==> config.mk <==
export PLATFORM = sky130hd
export DESIGN_NAME = fifo_arb_ctrl
export DESIGN_NICKNAME = d
export VERILOG_FILES = /design/src/rtl/fifo_arb_ctrl.sv
export SDC_FILE = /design/constraint.sdc
export NUM_CORES = 1
export LEC_CHECK = 0
export BUFFER_PORTS_ARGS = -buffer_cell sky130_fd_sc_hd__buf_2
export CORE_MARGIN = 4
export CORE_UTILIZATION = 47
export DETAILED_ROUTE_END_ITERATION = 6
export HOLD_SLACK_MARGIN = 0.02
export MAX_ROUTING_LAYER = met4
export PLACE_DENSITY = 0.83
export RECOVER_POWER = 25
export SLEW_MARGIN = 20
export SYNTH_ARGS = -nofsm -noshare
export SYNTH_HDL_FRONTEND = slang
export SYNTH_SLANG_ARGS = --single-unit
==> constraint.sdc <==
create_clock -name clock -period 3.1 [get_ports clock]
set_input_delay 0.155 -clock clock [delete_from_list [all_inputs] [get_ports clock]]
set_output_delay 0.155 -clock clock [all_outputs]
set_load 0.05 [all_outputs]
==> src/rtl/fifo_arb_ctrl.sv <==
// rtl/fifo_arb_ctrl.sv - round-robin multi-requester FIFO writer and single-outstanding FIFO reader
//
// Write side: NUM_REQ requesters (req_valid/req_data/req_ready) share one FIFO
// write port (wr/data_in). A registered round-robin pointer picks the granted
// requester combinationally. The source ID is stored alongside the payload.
// Read side: a two-state reader pops one word at a time (rd/data_out/empty).
// It presents the word to a valid/ready consumer (out_valid/out_ready/out_data/out_src).
// wr_count counts accepted writes and wraps at 16 bits.
//
// Ports:
//   clock, rst        - clock; synchronous active-high reset
//   req_valid/ready   - per-requester handshake, req_ready is one-hot or zero
//   req_data          - requester i payload at [i*DATA_WIDTH +: DATA_WIDTH]
//   wr, data_in, full - FIFO write strobe, {src_id, payload}, full flag
//   rd, data_out      - FIFO read strobe; data_out valid the cycle after rd
//   empty             - FIFO empty flag
//   out_*             - consumer output register and handshake
//   wr_count          - total accepted writes (wrapping)

module fifo_arb_ctrl #(
    parameter int NUM_REQ    = 4,
    parameter int DATA_WIDTH = 8,
    parameter int ID_W       = $clog2(NUM_REQ),
    parameter int FW         = ID_W + DATA_WIDTH
) (
    input  logic                          clock,
    input  logic                          rst,
    input  logic [NUM_REQ-1:0]            req_valid,
    input  logic [NUM_REQ*DATA_WIDTH-1:0] req_data,
    output logic [NUM_REQ-1:0]            req_ready,
    output logic                          wr,
    output logic [FW-1:0]                 data_in,
    input  logic                          full,
    output logic                          rd,
    input  logic [FW-1:0]                 data_out,
    input  logic                          empty,
    output logic                          out_valid,
    input  logic                          out_ready,
    output logic [DATA_WIDTH-1:0]         out_data,
    output logic [ID_W-1:0]               out_src,
    output logic [15:0]                   wr_count
);

    // One extra bit so rr_ptr + offset never overflows before the modulo fold.
    localparam int CW = ID_W + 1;
    localparam logic [CW-1:0] NUM_REQ_C = CW'(NUM_REQ);

    typedef enum logic {
        S_IDLE = 1'b0,
        S_PEND = 1'b1
    } state_t;

    logic [ID_W-1:0]       rr_ptr_q, rr_ptr_d;
    logic [15:0]           wr_count_q, wr_count_d;
    state_t                state_q, state_d;
    logic                  out_valid_q, out_valid_d;
    logic [DATA_WIDTH-1:0] out_data_q, out_data_d;
    logic [ID_W-1:0]       out_src_q, out_src_d;

    logic                  gnt_found;
    logic [ID_W-1:0]       gnt_id;
    logic [DATA_WIDTH-1:0] gnt_data;
    logic [CW-1:0]         cand;
    logic                  grant_ok;

    // Circular search from rr_ptr: the first valid candidate wins.
    always_comb begin
        gnt_found = 1'b0;
        gnt_id    = '0;
        gnt_data  = '0;
        cand      = '0;
        for (int k = 0; k < NUM_REQ; k++) begin
            cand = {1'b0, rr_ptr_q} + CW'(k);
            if (cand >= NUM_REQ_C) begin
                cand = cand - NUM_REQ_C;
            end
            if (!gnt_found && req_valid[cand[ID_W-1:0]]) begin
                gnt_found = 1'b1;
                gnt_id    = cand[ID_W-1:0];
            end
        end
        for (int k = 0; k < NUM_REQ; k++) begin
            if (gnt_id == ID_W'(k)) begin
                gnt_data = req_data[k*DATA_WIDTH +: DATA_WIDTH];
            end
        end
    end

    assign grant_ok  = gnt_found && !full && !rst;
    assign req_ready = grant_ok ? (NUM_REQ'(1) << gnt_id) : '0;
    assign wr        = grant_ok;
    assign data_in   = {gnt_id, gnt_data};

    always_comb begin
        rr_ptr_d = rr_ptr_q;
        if (grant_ok) begin
            rr_ptr_d = (gnt_id == ID_W'(NUM_REQ - 1)) ? '0 : gnt_id + 1'b1;
        end
        wr_count_d = wr_count_q + {15'd0, wr};
    end

    // Reader: at most one read in flight. A new read is issued only when the
    // output register is free or is being drained this cycle.
    always_comb begin
        state_d     = state_q;
        out_valid_d = out_valid_q;
        out_data_d  = out_data_q;
        out_src_d   = out_src_q;
        rd          = 1'b0;
        case (state_q)
            S_IDLE: begin
                if (out_valid_q && out_ready) begin
                    out_valid_d = 1'b0;
                end
                if (!empty && (!out_valid_q || out_ready)) begin
                    rd      = 1'b1;
                    state_d = S_PEND;
                end
            end
            S_PEND: begin
                out_data_d  = data_out[DATA_WIDTH-1:0];
                out_src_d   = data_out[FW-1:DATA_WIDTH];
                out_valid_d = 1'b1;
                state_d     = S_IDLE;
            end
            default: state_d = S_IDLE;
        endcase
        if (rst) begin
            rd = 1'b0;
        end
    end

    always_ff @(posedge clock) begin
        if (rst) begin
            rr_ptr_q    <= '0;
            wr_count_q  <= '0;
            state_q     <= S_IDLE;
            out_valid_q <= 1'b0;
            out_data_q  <= '0;
            out_src_q   <= '0;
        end else begin
            rr_ptr_q    <= rr_ptr_d;
            wr_count_q  <= wr_count_d;
            state_q     <= state_d;
            out_valid_q <= out_valid_d;
            out_data_q  <= out_data_d;
            out_src_q   <= out_src_d;
        end
    end

    assign out_valid = out_valid_q;
    assign out_data  = out_data_q;
    assign out_src   = out_src_q;
    assign wr_count  = wr_count_q;

endmodule

# ---- Yosys cells after proc, flatten, opt, wreduce, memory -nomap -nowiden
# Cells that the tools add are included.
dict set report word_totals {
  input_bits 51
  mem_count 0
  ff_bits 30
  romBits 0
  output_inout_bits 43
  mem_bits_rw 0
  latchBits 0
  word_cells 77
}
dict set report classes {
  bitwise_logic 1
  order_cmp 8
  reduce_logical 16
  n_mul 0
  eq_ne 4
  shift 1
  div_mod_pow 0
  muxes 32
  add_sub_neg 9
}
# op n
set ops {}
lappend ops {{$mux 8} 4}
lappend ops {{$mux 2} 9}
lappend ops {{$add 16x1->16} 1}
lappend ops {{$lt 2x3->1 const B} 4}
lappend ops {{$mux 1} 12}
lappend ops {{$ge 3x3->1 const B} 3}
lappend ops {{$bmux 1 s2} 4}
lappend ops {{$sub 2x1->2 const B} 4}
lappend ops {{$logic_and 1x1->1} 7}
lappend ops {{$logic_not 1->1} 7}
lappend ops {{$add 2x2->3 const B} 2}
lappend ops {{$eq 2x2->1 const B} 2}
lappend ops {{$mux 4} 1}
lappend ops {{$pmux 1 s2} 2}
lappend ops {{$shl 1x2->4 const A} 1}
lappend ops {{$add 2x1->3 const B} 1}
lappend ops {{$ge 2x3->1 const B} 1}
lappend ops {{$add 2x1->2 const B} 1}
lappend ops {{$eq 2x1->1 const B} 1}
lappend ops {{$logic_not 2->1} 1}
lappend ops {{$ne 2x2->1 const B} 1}
lappend ops {{$logic_or 1x1->1} 1}
lappend ops {{$not 1->1} 1}

# ---- Longest topological paths before layout
dict set report depth {
  word_depth 19
  ltp_mapped 11
  mapped_depth_nobuf 9
}

# ---- Worst setup path after synthesis
# Ideal clock, no wire load.
dict set report synth_path {
  path_type {reg-to-output}
  start {register rr_ptr_q[1]}
  end {output req_ready[2]}
  arrival_ps 3199
  path_buffers 1
  setup_slack_ps -254
  required_ps 2945
  stages_incl_launch_ff 8
  path_cell_list {dfxtp_1 > a21oi_1 > o21a_1 > o22a_1 > ha_1 > clkbuf_1 > inv_1 > nor4_1}
}
# element line_no
set synth_rtl {}
lappend synth_rtl {{from (decl)} 53} ;# logic [ID_W-1:0] rr_ptr_q, rr_ptr_d;
lappend synth_rtl {{from (signal assigned)} 142} ;# rr_ptr_q <= rr_ptr_d;
lappend synth_rtl {{branches (longest 13 deep; another with $add 2x1->3)} --}
lappend synth_rtl {{$mux 2 *} 77} ;# if (!gnt_found && req_valid[cand[ID_W-1:0]]) begin
lappend synth_rtl {{named net data_in[9]} 32} ;# output logic [FW-1:0] data_in,
lappend synth_rtl {{$shl 1x2->4 *} 90} ;# assign req_ready = grant_ok ? (NUM_REQ'(1) << gnt_id) : '0;
lappend synth_rtl {{$mux 4 *} 90}
lappend synth_rtl {{to (decl)} 30} ;# output logic [NUM_REQ-1:0] req_ready,
# Mark *: on every way through the listed nets, which the timed path passes. The select of a mux whose other input is x is not followed.

# ---- Worst setup path after layout
dict set report layout_path {
  start {register rr_ptr_q[1]}
  end {output data_in[1]}
}
dict set report layout_between {
  elab_chain_cells 19
}
# element line_no
set layout_rtl {}
lappend layout_rtl {{branches (longest 13 deep; another with $add 2x1->3)} --}
lappend layout_rtl {{$mux 2 *} 77}
lappend layout_rtl {{$logic_not 2->1} 83} ;# if (gnt_id == ID_W'(k)) begin
lappend layout_rtl {{$mux 8 (3 in a row)} 83}
lappend layout_rtl {{$mux 8 *} 83}
lappend layout_rtl {{to (decl)} 32}
# Mark *: on every way between the ends. The select of a mux whose other input is x is not followed.

==> flow_summary.yaml <==
outcome:
  outcome: "complete, no violations"
worst_hold_path:
  hold_depth: 3
  hold_class: "input port to register"
  min_to: "out_src[0]$_SDFFE_PP0P_"
  hp-start: "data_out[8]"
logic_synthesis:
  synth_seq_cells: 30
  synth_area_per_cell_um2: 8.12
  netlist.area_leader.share_pct: 37.4
  synth_cell_types: 31
  synth.yosys.seq_area_share_pct: 37.4
  yosysWarnings: 0
  synth_edf_count: 0
  netlist_top_cells_area: "dfxtp_1 (37%), o21ai_0 (7.2%), mux2i_1 (6.8%)"
  async_flop_share_pct: 0
  yosysMostFrequentCell: "dfxtp_1"
  netlist_instances: 198
  synth_ff_type: "dfxtp_1"
  syn_nets: 255
  synth_top_area_cell: "dfxtp_1"
  netlist_area_um2: 1610
  synth_common_cells: "dfxtp_1 (30), nor2_1 (25), o21ai_0 (23)"
global_routing:
  grt.overflow.total: 0
  track_usage_pct: 20.8
  grt_pass1_vias: 1581
  antenna_found_initial: 0
  grt_pass1_wl_um: 6980
  grt_max_degree: 33
power:
  p_leak_nw: 0.947
  peakVddDrop_mv: 0.268
  cellPowerDensity_nw_per_um2: 469
flow_run:
  cap_violations: 0
timing:
  finalCriticalPeriod_ns: 2.72
  holdWs_ns: 0.0699
  timing.fmax_mhz: 367
  fin_setup_tns_ns: 0
  worstMarginPinSlew_ns: 0.615
  period_share_pct: 87.8
  finalHoldViolCount: 0
  slew_headroom_pct: 58.9
  setup_viol: 0
  finalClockSkew_ns: 0.00538
  drv_slew: 0
  rsz0062_at_grt: "false"
placed_design:
  dp.cells: 327
  dpl.hpwl_um: 3300
  gp_congestion: 0.831
  placement.io_buffers: 93
setup_path:
  r2r_cells: 6
  startpoint: "rr_ptr_q[1]$_SDFFE_PP0P_"
  crit_required_ns: 2.94
  worstSetupPathType: "register to primary output"
  end_kind: "primary output"
  cp-start-kind: "register"
  regToRegSetupSlack_ns: 1.50
  cp_max_fo: 17
  r2r_start: "wr_count[0]$_SDFF_PP0_"
  worst_r2r_endpoint: "wr_count[14]$_SDFF_PP0_"
  arrival_ns: 2.57
clock_network:
  clockBufferDepth: 2
  cts_max_level: 2
  cts_buffers: 5
  clock-sinks: 30
  clk_pin_slew_ns: 0.10
  cts_root_buf: "clkbuf_4"
  ctsResizeCount: 0
  cts_tree: "yes"
  clk_latency_ns: 0.32
die:
  io_pins: 94
  dieHeight_um: 66.5
  row_count: 20
  design.die.area_um2: 4420
  initial_utilization_pct: 51.0
  die_x_um: 66.5
  core-area_um2: 3150
routing:
  postRouteWirelength_um: 4280
  wl_per_cell_um: 12.7
  detail-route-antenna-nets: 0
  firstDrtPassIters: 4
  route.detailed.drc: 0
  num_vias: 1666
  viasPerCell: 4.96
  drtIter0Drc: 64
layout:
  drive_gt1_share_pct: 33.2
  syn2layout_area_growth_pct: 34.3
  antennaDiodeCount: 0
  final_nets: 348
  final_util_pct: 68.5
  stdcell_count: 336
-- power breakdown --
group          total [mW]  switching [mW]  internal [mW]
registers           0.409          0.0120          0.397
logic               0.358           0.256          0.102
clock network       0.246           0.137          0.109
-- what timing repair did --
item / CTS / global route
hold endpoints to repair: 1 / 0
buffers inserted: 0 / 0
hold buffers: 1 / 0
-- state kept, by name (all words and copies together) (netlist names) --
| name | cells |
|---|---|
| out_data | 8 |
| out_valid | 1 |
| rr_ptr_q | 2 |
| out_src | 2 |
| wr_count | 16 |
| state_q | 1 |
-- worst max-delay path by stage --
stage,end,slack [ns]
2_1_floorplan,data_in[5],0.23
3_3_place_gp,data_in[5],0.84
3_5_place_dp,data_in[5],0.75
4_1_cts,data_in[5],0.40
5_1_grt,data_in[1],0.06
6_report,data_in[1],0.38
-- worst max-delay path, cell delays in order, from the launching register on --
cell	delay, ns
dfxtp_1	0.44
mux2i_1	0.21
o221ai_1	0.22
inv_1	0.16
ha_1	0.49
a21oi_1	0.12
o21ai_0	0.09
o21ai_0	0.12
o21ai_1	0.13
buf_2	0.28
-- through the flow --
| step | worst slack [ns] | power (mW) | instance area (µm²) |
|---|---|---|---|
| global placement | 0.841 | 0.771 | 2110 |
| floorplan | 0.234 | 0.682 | 1610 |
| CTS | 0.397 | 1.02 | 2180 |
| finish | 0.379 | 1.01 | 2160 |
| global route | 0.0642 | 1.07 | 2160 |
| detailed placement | 0.750 | 0.777 | 2110 |
-- logic make-up after synthesis --
kind of cell | count (synthesis) | synth area share, %
AND/OR/NAND/NOR | 75 | 24.7
AO/OA/AOI/OAI | 46 | 15.5
buffers and inverters | 18 | 4.36
multiplexers | 11 | 6.85
XOR/XNOR | 12 | 6.54
adder cells (fa/ha/maj) | 6 | 4.67
flip-flops | 30 | 37.4
-- metal layers --
metal	share of wire [%]	GRT usage [%]	up-vias
met5	0	-	-
met4	1.4	6.60	0
met3	5.6	5.90	8
met2	52	35.6	40
met1	41	23.3	754
li1	-	-	864
-- cells in the final DEF, fill, tap and decap left out, types with 5 or more instances in the layout --
master	n
dfxtp_1	30
nor4_2	6
inv_1	9
clkbuf_1	16
o21ai_1	11
ha_1	6
mux2i_1	11
o21ai_0	16
nor3_1	5
nand2_1	21
buf_2	77
clkbuf_4	5
nor2_1	25
a21oi_1	14
xnor2_1	11
-- area by class of cell --
class,count,area (µm²)
Inverter,9,33.8
Sequential cell,30,601
Clock inverter,2,12.5
Tap cell,44,55.1
Timing Repair Buffer,95,463
Fill cell,312,993
Clock buffer,6,51.3
Multi-Input combinational cell,150,943
(Power assumes the default switching activity.)
